`config.mk`:
```
export PLATFORM = sky130hd
export DESIGN_NAME = fifo_ctrl
export DESIGN_NICKNAME = d
export VERILOG_FILES = /design/src/rtl/fifo_ctrl_pkg.sv /design/src/rtl/fifo_ctrl.sv
export SDC_FILE = /design/constraint.sdc
export NUM_CORES = 1
export LEC_CHECK = 0
export CAP_MARGIN = 20
export CORE_ASPECT_RATIO = 0.6
export CORE_MARGIN = 2
export CORE_UTILIZATION = 37
export DETAILED_ROUTE_END_ITERATION = 8
export GPL_ROUTABILITY_DRIVEN = 0
export GPL_TIMING_DRIVEN = 0
export PLACE_DENSITY = 0.81
export SLEW_MARGIN = 20
export SYNTH_ARGS = -nofsm -noshare
export SYNTH_HDL_FRONTEND = slang
export SYNTH_SLANG_ARGS = --single-unit
```
`constraint.sdc`:
```
create_clock -name clock -period 2.5 [get_ports clock]
set_input_delay 0.375 -clock clock [delete_from_list [all_inputs] [get_ports clock]]
set_output_delay 0.375 -clock clock [all_outputs]
set_load 0.01 [all_outputs]
```
`src/rtl/fifo_ctrl_pkg.sv`:
```
// Shared widths and pointer type for the FIFO controller, its memory and the bench.
package fifo_ctrl_pkg;

  localparam int unsigned FIFO_DATA_W   = 8;
  localparam int unsigned FIFO_ADDR_W   = 3;
  localparam int unsigned FIFO_DEPTH    = 2 ** FIFO_ADDR_W;
  localparam int unsigned FIFO_AF_LEVEL = 6;

  typedef logic [FIFO_ADDR_W:0] ptr_t;

endpackage : fifo_ctrl_pkg

```
`src/rtl/fifo_ctrl.sv`:
```
// FIFO controller driving an external dual-port memory: pointers, occupancy status,
// push/pop strobes and a valid qualifier for the registered read data.
module fifo_ctrl
  import fifo_ctrl_pkg::*;
#(
  parameter int unsigned DATA_W   = FIFO_DATA_W,
  parameter int unsigned ADDR_W   = FIFO_ADDR_W,
  parameter int unsigned AF_LEVEL = FIFO_AF_LEVEL
) (
  input  logic              clock,
  input  logic              reset,
  input  logic              in_valid,
  output logic              in_ready,
  input  logic [DATA_W-1:0] in_data,
  input  logic              pop,
  output logic              out_valid,
  output logic [DATA_W-1:0] out_data,
  output logic              mem_write,
  output logic              mem_read,
  output logic [ADDR_W-1:0] mem_addr_w,
  output logic [ADDR_W-1:0] mem_addr_r,
  output logic [DATA_W-1:0] mem_datain,
  input  logic [DATA_W-1:0] mem_dataout,
  output logic              full,
  output logic              empty,
  output logic              almost_full,
  output logic [ADDR_W:0]   count,
  output logic              ovf,
  output logic              udf
);

  localparam int unsigned PTR_W = ADDR_W + 1;

  logic [PTR_W-1:0] r_wr_ptr;
  logic [PTR_W-1:0] r_rd_ptr;
  logic [PTR_W-1:0] r_count;
  logic             r_full;
  logic             r_empty;
  logic             r_afull;
  logic             r_out_valid;
  logic             r_ovf;
  logic             r_udf;

  logic             w_do_push;
  logic             w_do_pop;
  logic [PTR_W-1:0] w_wr_ptr_nxt;
  logic [PTR_W-1:0] w_rd_ptr_nxt;
  logic [PTR_W-1:0] w_count_nxt;
  logic             w_full_nxt;

  // Requests are gated by the registered status, so read and write never share an address.
  always_comb begin
    w_do_push    = in_valid & ~r_full;
    w_do_pop     = pop & ~r_empty;
    w_wr_ptr_nxt = r_wr_ptr + PTR_W'(w_do_push);
    w_rd_ptr_nxt = r_rd_ptr + PTR_W'(w_do_pop);
    w_count_nxt  = w_wr_ptr_nxt - w_rd_ptr_nxt;
    w_full_nxt   = (w_wr_ptr_nxt[ADDR_W-1:0] == w_rd_ptr_nxt[ADDR_W-1:0]) &&
                   (w_wr_ptr_nxt[ADDR_W] != w_rd_ptr_nxt[ADDR_W]);
  end

  // Pointers, status registered from next-pointer values, sticky error flags.
  always_ff @(posedge clock or posedge reset) begin
    if (reset) begin
      r_wr_ptr    <= '0;
      r_rd_ptr    <= '0;
      r_count     <= '0;
      r_full      <= 1'b0;
      r_empty     <= 1'b1;
      r_afull     <= 1'b0;
      r_out_valid <= 1'b0;
      r_ovf       <= 1'b0;
      r_udf       <= 1'b0;
    end else begin
      r_wr_ptr    <= w_wr_ptr_nxt;
      r_rd_ptr    <= w_rd_ptr_nxt;
      r_count     <= w_count_nxt;
      r_full      <= w_full_nxt;
      r_empty     <= (w_wr_ptr_nxt == w_rd_ptr_nxt);
      r_afull     <= (w_count_nxt >= PTR_W'(AF_LEVEL));
      r_out_valid <= w_do_pop;
      if (in_valid && r_full) r_ovf <= 1'b1;
      if (pop && r_empty)     r_udf <= 1'b1;
    end
  end

  assign in_ready    = ~r_full;
  assign mem_write   = w_do_push;
  assign mem_read    = w_do_pop;
  assign mem_addr_w  = r_wr_ptr[ADDR_W-1:0];
  assign mem_addr_r  = r_rd_ptr[ADDR_W-1:0];
  assign mem_datain  = in_data;
  assign out_data    = mem_dataout;
  assign out_valid   = r_out_valid;
  assign full        = r_full;
  assign empty       = r_empty;
  assign almost_full = r_afull;
  assign count       = r_count;
  assign ovf         = r_ovf;
  assign udf         = r_udf;

endmodule : fifo_ctrl
```
**After elaboration in Yosys (flattened, before gate mapping)**

Cells that the tools add are included.

- $add $sub $neg: 3
- Magnitude comparators: 1
- Eq/ne operators: 3
- Bitwise gates (word level): 4
- Reductions and logical operators: 3

Operators by type and width:

| cell | count |
|---|---|
| $add 4x1->4 | 2 |
| $eq 4x4->1 | 1 |
| $ge 4x3->1 const B | 1 |
| $sub 4x4->4 | 1 |
| $eq 3x3->1 | 1 |
| $logic_and 1x1->1 | 3 |
| $and 1x1->1 | 2 |
| $not 1->1 | 2 |
| $ne 1x1->1 | 1 |

- Flip-flop bits (word level): 18
- Input port bits: 20
- Word-level logic and storage cells: 23

**Logic depth before layout (Yosys ltp)**

- Depth in word-level cells: 5
- Depth in mapped cells: 9

**Worst setup path after synthesis**

OpenSTA, ideal clock, no wires.

- Kind: register to register
- Start: reg r_empty (netlist: empty)
- End: reg r_afull (netlist: almost_full)
- Arrival: 2.082 ns
- Data required time: 2.382 ns
- Setup slack: 0.300 ns
- Stages on the path, launching flop included: 8
- Period minus slack after synthesis: 2.200 ns
- Cell sequence: dfstp_2 nor2b_1 ha_1 ha_1 maj3_2 maj3_2 xnor2_2 a21o_1

- Longest elaborated chain between the ends: 5

RTL lines:

| element | RTL line | text |
|---|---|---|
| from (decl) | fifo_ctrl.sv:38 | `logic r_empty;` |
| from (signal assigned) | fifo_ctrl.sv:79 | `r_empty <= (w_wr_ptr_nxt == w_rd_ptr_nxt);` |
| $not 1->1 | fifo_ctrl.sv:54 | `w_do_pop = pop & ~r_empty;` |
| $and 1x1->1 | fifo_ctrl.sv:54 |  |
| via mem_read | fifo_ctrl.sv:19 | `output logic mem_read,` |
| $add 4x1->4 | fifo_ctrl.sv:56 | `w_rd_ptr_nxt = r_rd_ptr + PTR_W'(w_do_pop);` |
| via w_rd_ptr_nxt[1] | fifo_ctrl.sv:47 | `logic [PTR_W-1:0] w_rd_ptr_nxt;` |
| $sub 4x4->4 | fifo_ctrl.sv:57 | `w_count_nxt = w_wr_ptr_nxt - w_rd_ptr_nxt;` |
| via w_count_nxt[3] | fifo_ctrl.sv:48 | `logic [PTR_W-1:0] w_count_nxt;` |
| $ge 4x3->1 | fifo_ctrl.sv:80 | `r_afull <= (w_count_nxt >= PTR_W'(AF_LEVEL));` |
| to (signal assigned) | fifo_ctrl.sv:80 |  |
| to (decl) | fifo_ctrl.sv:39 | `logic r_afull;` |

The timed path passes the listed nets, and every way through them passes these cells.
A chain may end at the register's enable or synchronous reset.

**Final worst setup path**

- Start: in in_valid
- End: reg r_afull (netlist: almost_full)

- Longest elaborated chain between the ends: 4

RTL lines:

| element | RTL line | text |
|---|---|---|
| from (decl) | fifo_ctrl.sv:12 | `input logic in_valid,` |
| $and 1x1->1 | fifo_ctrl.sv:53 | `w_do_push = in_valid & ~r_full;` |
| $add 4x1->4 | fifo_ctrl.sv:55 | `w_wr_ptr_nxt = r_wr_ptr + PTR_W'(w_do_push);` |
| via w_wr_ptr_nxt[1] | fifo_ctrl.sv:46 | `logic [PTR_W-1:0] w_wr_ptr_nxt;` |
| $sub 4x4->4 | fifo_ctrl.sv:57 |  |
| via w_count_nxt[3] | fifo_ctrl.sv:48 |  |
| $ge 4x3->1 | fifo_ctrl.sv:80 |  |

The timed path passes the listed nets, and every way through them passes these cells.

==> results.py <==
metrics = {
    "synth": {
        "synth-simple-area-share_pct": 3.81,
        "ys.flop_type": "dfrtp_1",
        "yosysMostFrequentCell": "buf_4",
        "synth_xor_xnor_area_share_pct": 11.0,
        "yosysUniqueCellTypes": 15,
        "netlist_top_cells_count": "buf_4, dfrtp_1, inv_1",
        "synth_top_family_by_area": "buffers and inverters",
        "avgSynthCellArea_um2": 11.6,
        "yosysTopAreaCellShare_pct": 46.3,
        "yosys.area.top_type": "dfrtp_1",
        "synth_compound_gate_area_share_pct": 2.99,
        "ys_warn_count": 0,
        "synth_seq_cells": 18,
        "syn_nets": 105,
        "async_flop_share_pct": 100,
        "muxShareOfSynthArea_pct": 0,
        "synth_edf_count": 0,
        "yosysSeqAreaShare_pct": 49.1,
        "syn_inst": 79,
        "synthAdderAreaFrac_pct": 10.6,
        "syn_area_um2": 920,
        "yosys-top-cells-area": "dfrtp_1, buf_4, ha_1",
    },
    "die": {
        "core_um2": 2260,
        "std_cell_rows": 13,
        "initial_utilization_pct": 40.7,
        "ioPinCount": 55,
        "die_w_um": 68.4,
        "die_area_um2": 2910,
        "die_y_um": 42.6,
    },
    "pwr": {
        "ir_worst_vdd_uv": 549,
        "p_leak_nw": 0.668,
        "power_density_nw_per_um2": 1380,
    },
    "detailed_routing": {
        "vias_per_cell": 4.16,
        "ant_nets": 0,
        "totalWireLength_mm": 1.93,
        "vias": 628,
        "drc": 0,
        "drt-initial-drc-count": 35,
        "wire_per_inst_um": 12.8,
        "drtPass1Iterations": 4,
    },
    "hold_path": {
        "min-delay-path-class": "flop to flop",
        "hold_depth": 1,
        "hold_end": "udf",
        "hold_start": "udf",
    },
    "placement": {
        "pre_cts_slack_ns": -0.262,
        "dp_hpwl_mm": 1.65,
        "port_buffers": 38,
    },
    "worst_setup_path": {
        "critPathLaunchType": "input port",
        "rr_worst_depth": 7,
        "r2r-end": "almost_full",
        "regToRegSetupSlack_ns": 0.22,
        "worstPathArrival_ns": 2.55,
        "critPathMaxFanout": 4,
        "crit_path_top_delay_cell": "clkdlybuf4s50_1",
        "path_class": "input port to flop",
        "end_kind": "flop",
        "critPathRequiredTime_ns": 2.65,
        "path_cells": "clkdlybuf4s50_1 > nor2b_1 > ha_1 > ha_1 > inv_1 > maj3_2 > maj3_2 > xnor2_2 > a21o_1",
        "r2r_start": "empty",
        "max_stage_delay_ns": 0.43,
    },
    "global_route": {
        "grt_pass1_wl_mm": 3.09,
        "grt_start_max_net_pins": 19,
        "antenna_found_initial": 0,
        "overflow": 0,
        "grt_pass1_vias": 661,
        "grtUsageTotal_pct": 15.2,
    },
    "timing": {
        "rsz0062_at_grt": "false",
        "period_share_pct": 96.0,
        "setup-tns-final_ns": 0,
        "setup_viol": 0,
        "period_minus_slack_ns": 2.40,
        "worst-slew-pin-transition_ns": 0.659,
        "fmax_mhz": 417,
        "finalMaxSlewViolations": 0,
        "hold_viol": 0,
        "setup_ws_ns": 0.100,
        "slew_headroom_pct": 56.0,
        "fin_hold_ws_ns": 0.464,
        "skew_ns": 0.00127,
    },
    "layout": {
        "regArea_um2": 452,
        "area_growth_pct": 51.7,
        "antenna_cells": 0,
        "nNetsFinal": 148,
        "multi_input_area_um2": 264,
        "drive_gt1_share_pct": 27.3,
        "n_fill_cell": 179,
    },
    "cts": {
        "numCtsBuffers": 3,
        "clk_root_buffer_cell": "clkbuf_8",
        "clk_pin_slew_ns": 0.06,
        "hold_buffers": 0,
        "clk_latency_ns": 0.26,
        "cts_sinks": 18,
        "clockBufferDepth": 2,
        "cts_tree": "built",
        "cts.htree.levels": 1,
    },
    "run": {
        "drv_cap": 0,
    },
    "status": {
        "outcome": "finished, final reports clean",
    },
}
-- power breakdown --
part,internal (mW),switching (mW),total [mW]
Clock,0.140,0.0961,0.236
Combinational,0.639,0.528,1.17
Sequential,0.447,0.0751,0.522
-- layer usage --
| layer | track usage, % | routed length (um) | up-vias |
|---|---|---|---|
| li1 | - | - | 305 |
| met1 | 14.8 | 713 | 294 |
| met2 | 28.5 | 1080 | 25 |
| met3 | 5.91 | 124 | 4 |
| met4 | 5.60 | 16 | 0 |
| met5 | 0 | 0 | - |
-- area by class of cell --
class / instances / area share [%]
Sequential cell: 18 / 32.4
Timing Repair Buffer: 38 / 27.3
Inverter: 11 / 2.96
Tap cell: 30 / 2.69
Clock buffer: 4 / 3.95
Multi-Input combinational cell: 28 / 18.9
Buffer: 22 / 11.8
-- stage by stage --
| stage | area (um^2) | utilization [%] | instances | power, mW |
|---|---|---|---|---|
| 3_3_place_gp | 1340 | 59.2 | 147 | 1.63 |
| 4_1_cts | 1400 | 61.7 | 151 | 1.94 |
| 2_1_floorplan | 920 | - | 79 | 1.28 |
| 6_report | 1400 | 61.7 | 151 | 1.93 |
| 3_5_place_dp | 1340 | 59.2 | 147 | 1.70 |
| 5_1_grt | 1400 | 61.7 | 151 | 2.08 |
-- worst max-delay path: cells and delay by family --
kind | cells | cell delay [ns]
buffers and inverters | 2 | 0.51
AO/OA/AOI/OAI | 1 | 0.16
XOR/XNOR | 1 | 0.14
AND/OR/NAND/NOR | 1 | 0.16
adder cells (fa/ha/maj) | 4 | 1.22
-- cells by family after synthesis --
kind of cell	after synthesis
buffers and inverters	33
DFF	18
xor gates and xnor gates	9
adders and majority gates	8
and+or+nand+nor	7
AOI/OAI and AO/OA	4
-- flip-flops by register name, indices dropped and copies added (netlist names) --
signal and cells:
ovf 1, count 4, out_valid 1, empty 1, udf 1, r_rd_ptr 4
r_wr_ptr 4, full 1, almost_full 1
-- worst max path at each step --
stage                  endpoint  startpoint  cells past startpoint
floorplan           almost_full       empty                      7
global placement    almost_full         pop                      8
detailed placement  almost_full         pop                      8
CTS                 almost_full         pop                      8
global route        almost_full         pop                      8
finish              almost_full    in_valid                      9
-- what timing repair did --
item / CTS / global route
endpoints found under the setup margin: 1 / 0
setup buffers: 0 / 0
resized for setup: 1 / 0
-- cell usage in the layout (no fill, tap or decap) --
cell / count
clkdlybuf4s50_1: 38
ha_1: 6
nor2_1: 2
nand3_1: 3
nor2b_1: 1
clkbuf_8: 4
a21oi_1: 1
maj3_2: 2
xor2_1: 3
nor2b_2: 1
a21o_1: 3
buf_4: 22
xor2_2: 1
inv_1: 11
dfrtp_1: 17
dfstp_2: 1
xnor2_2: 2
xnor2_1: 3
No activity file was read; power rests on OpenSTA's default activity.
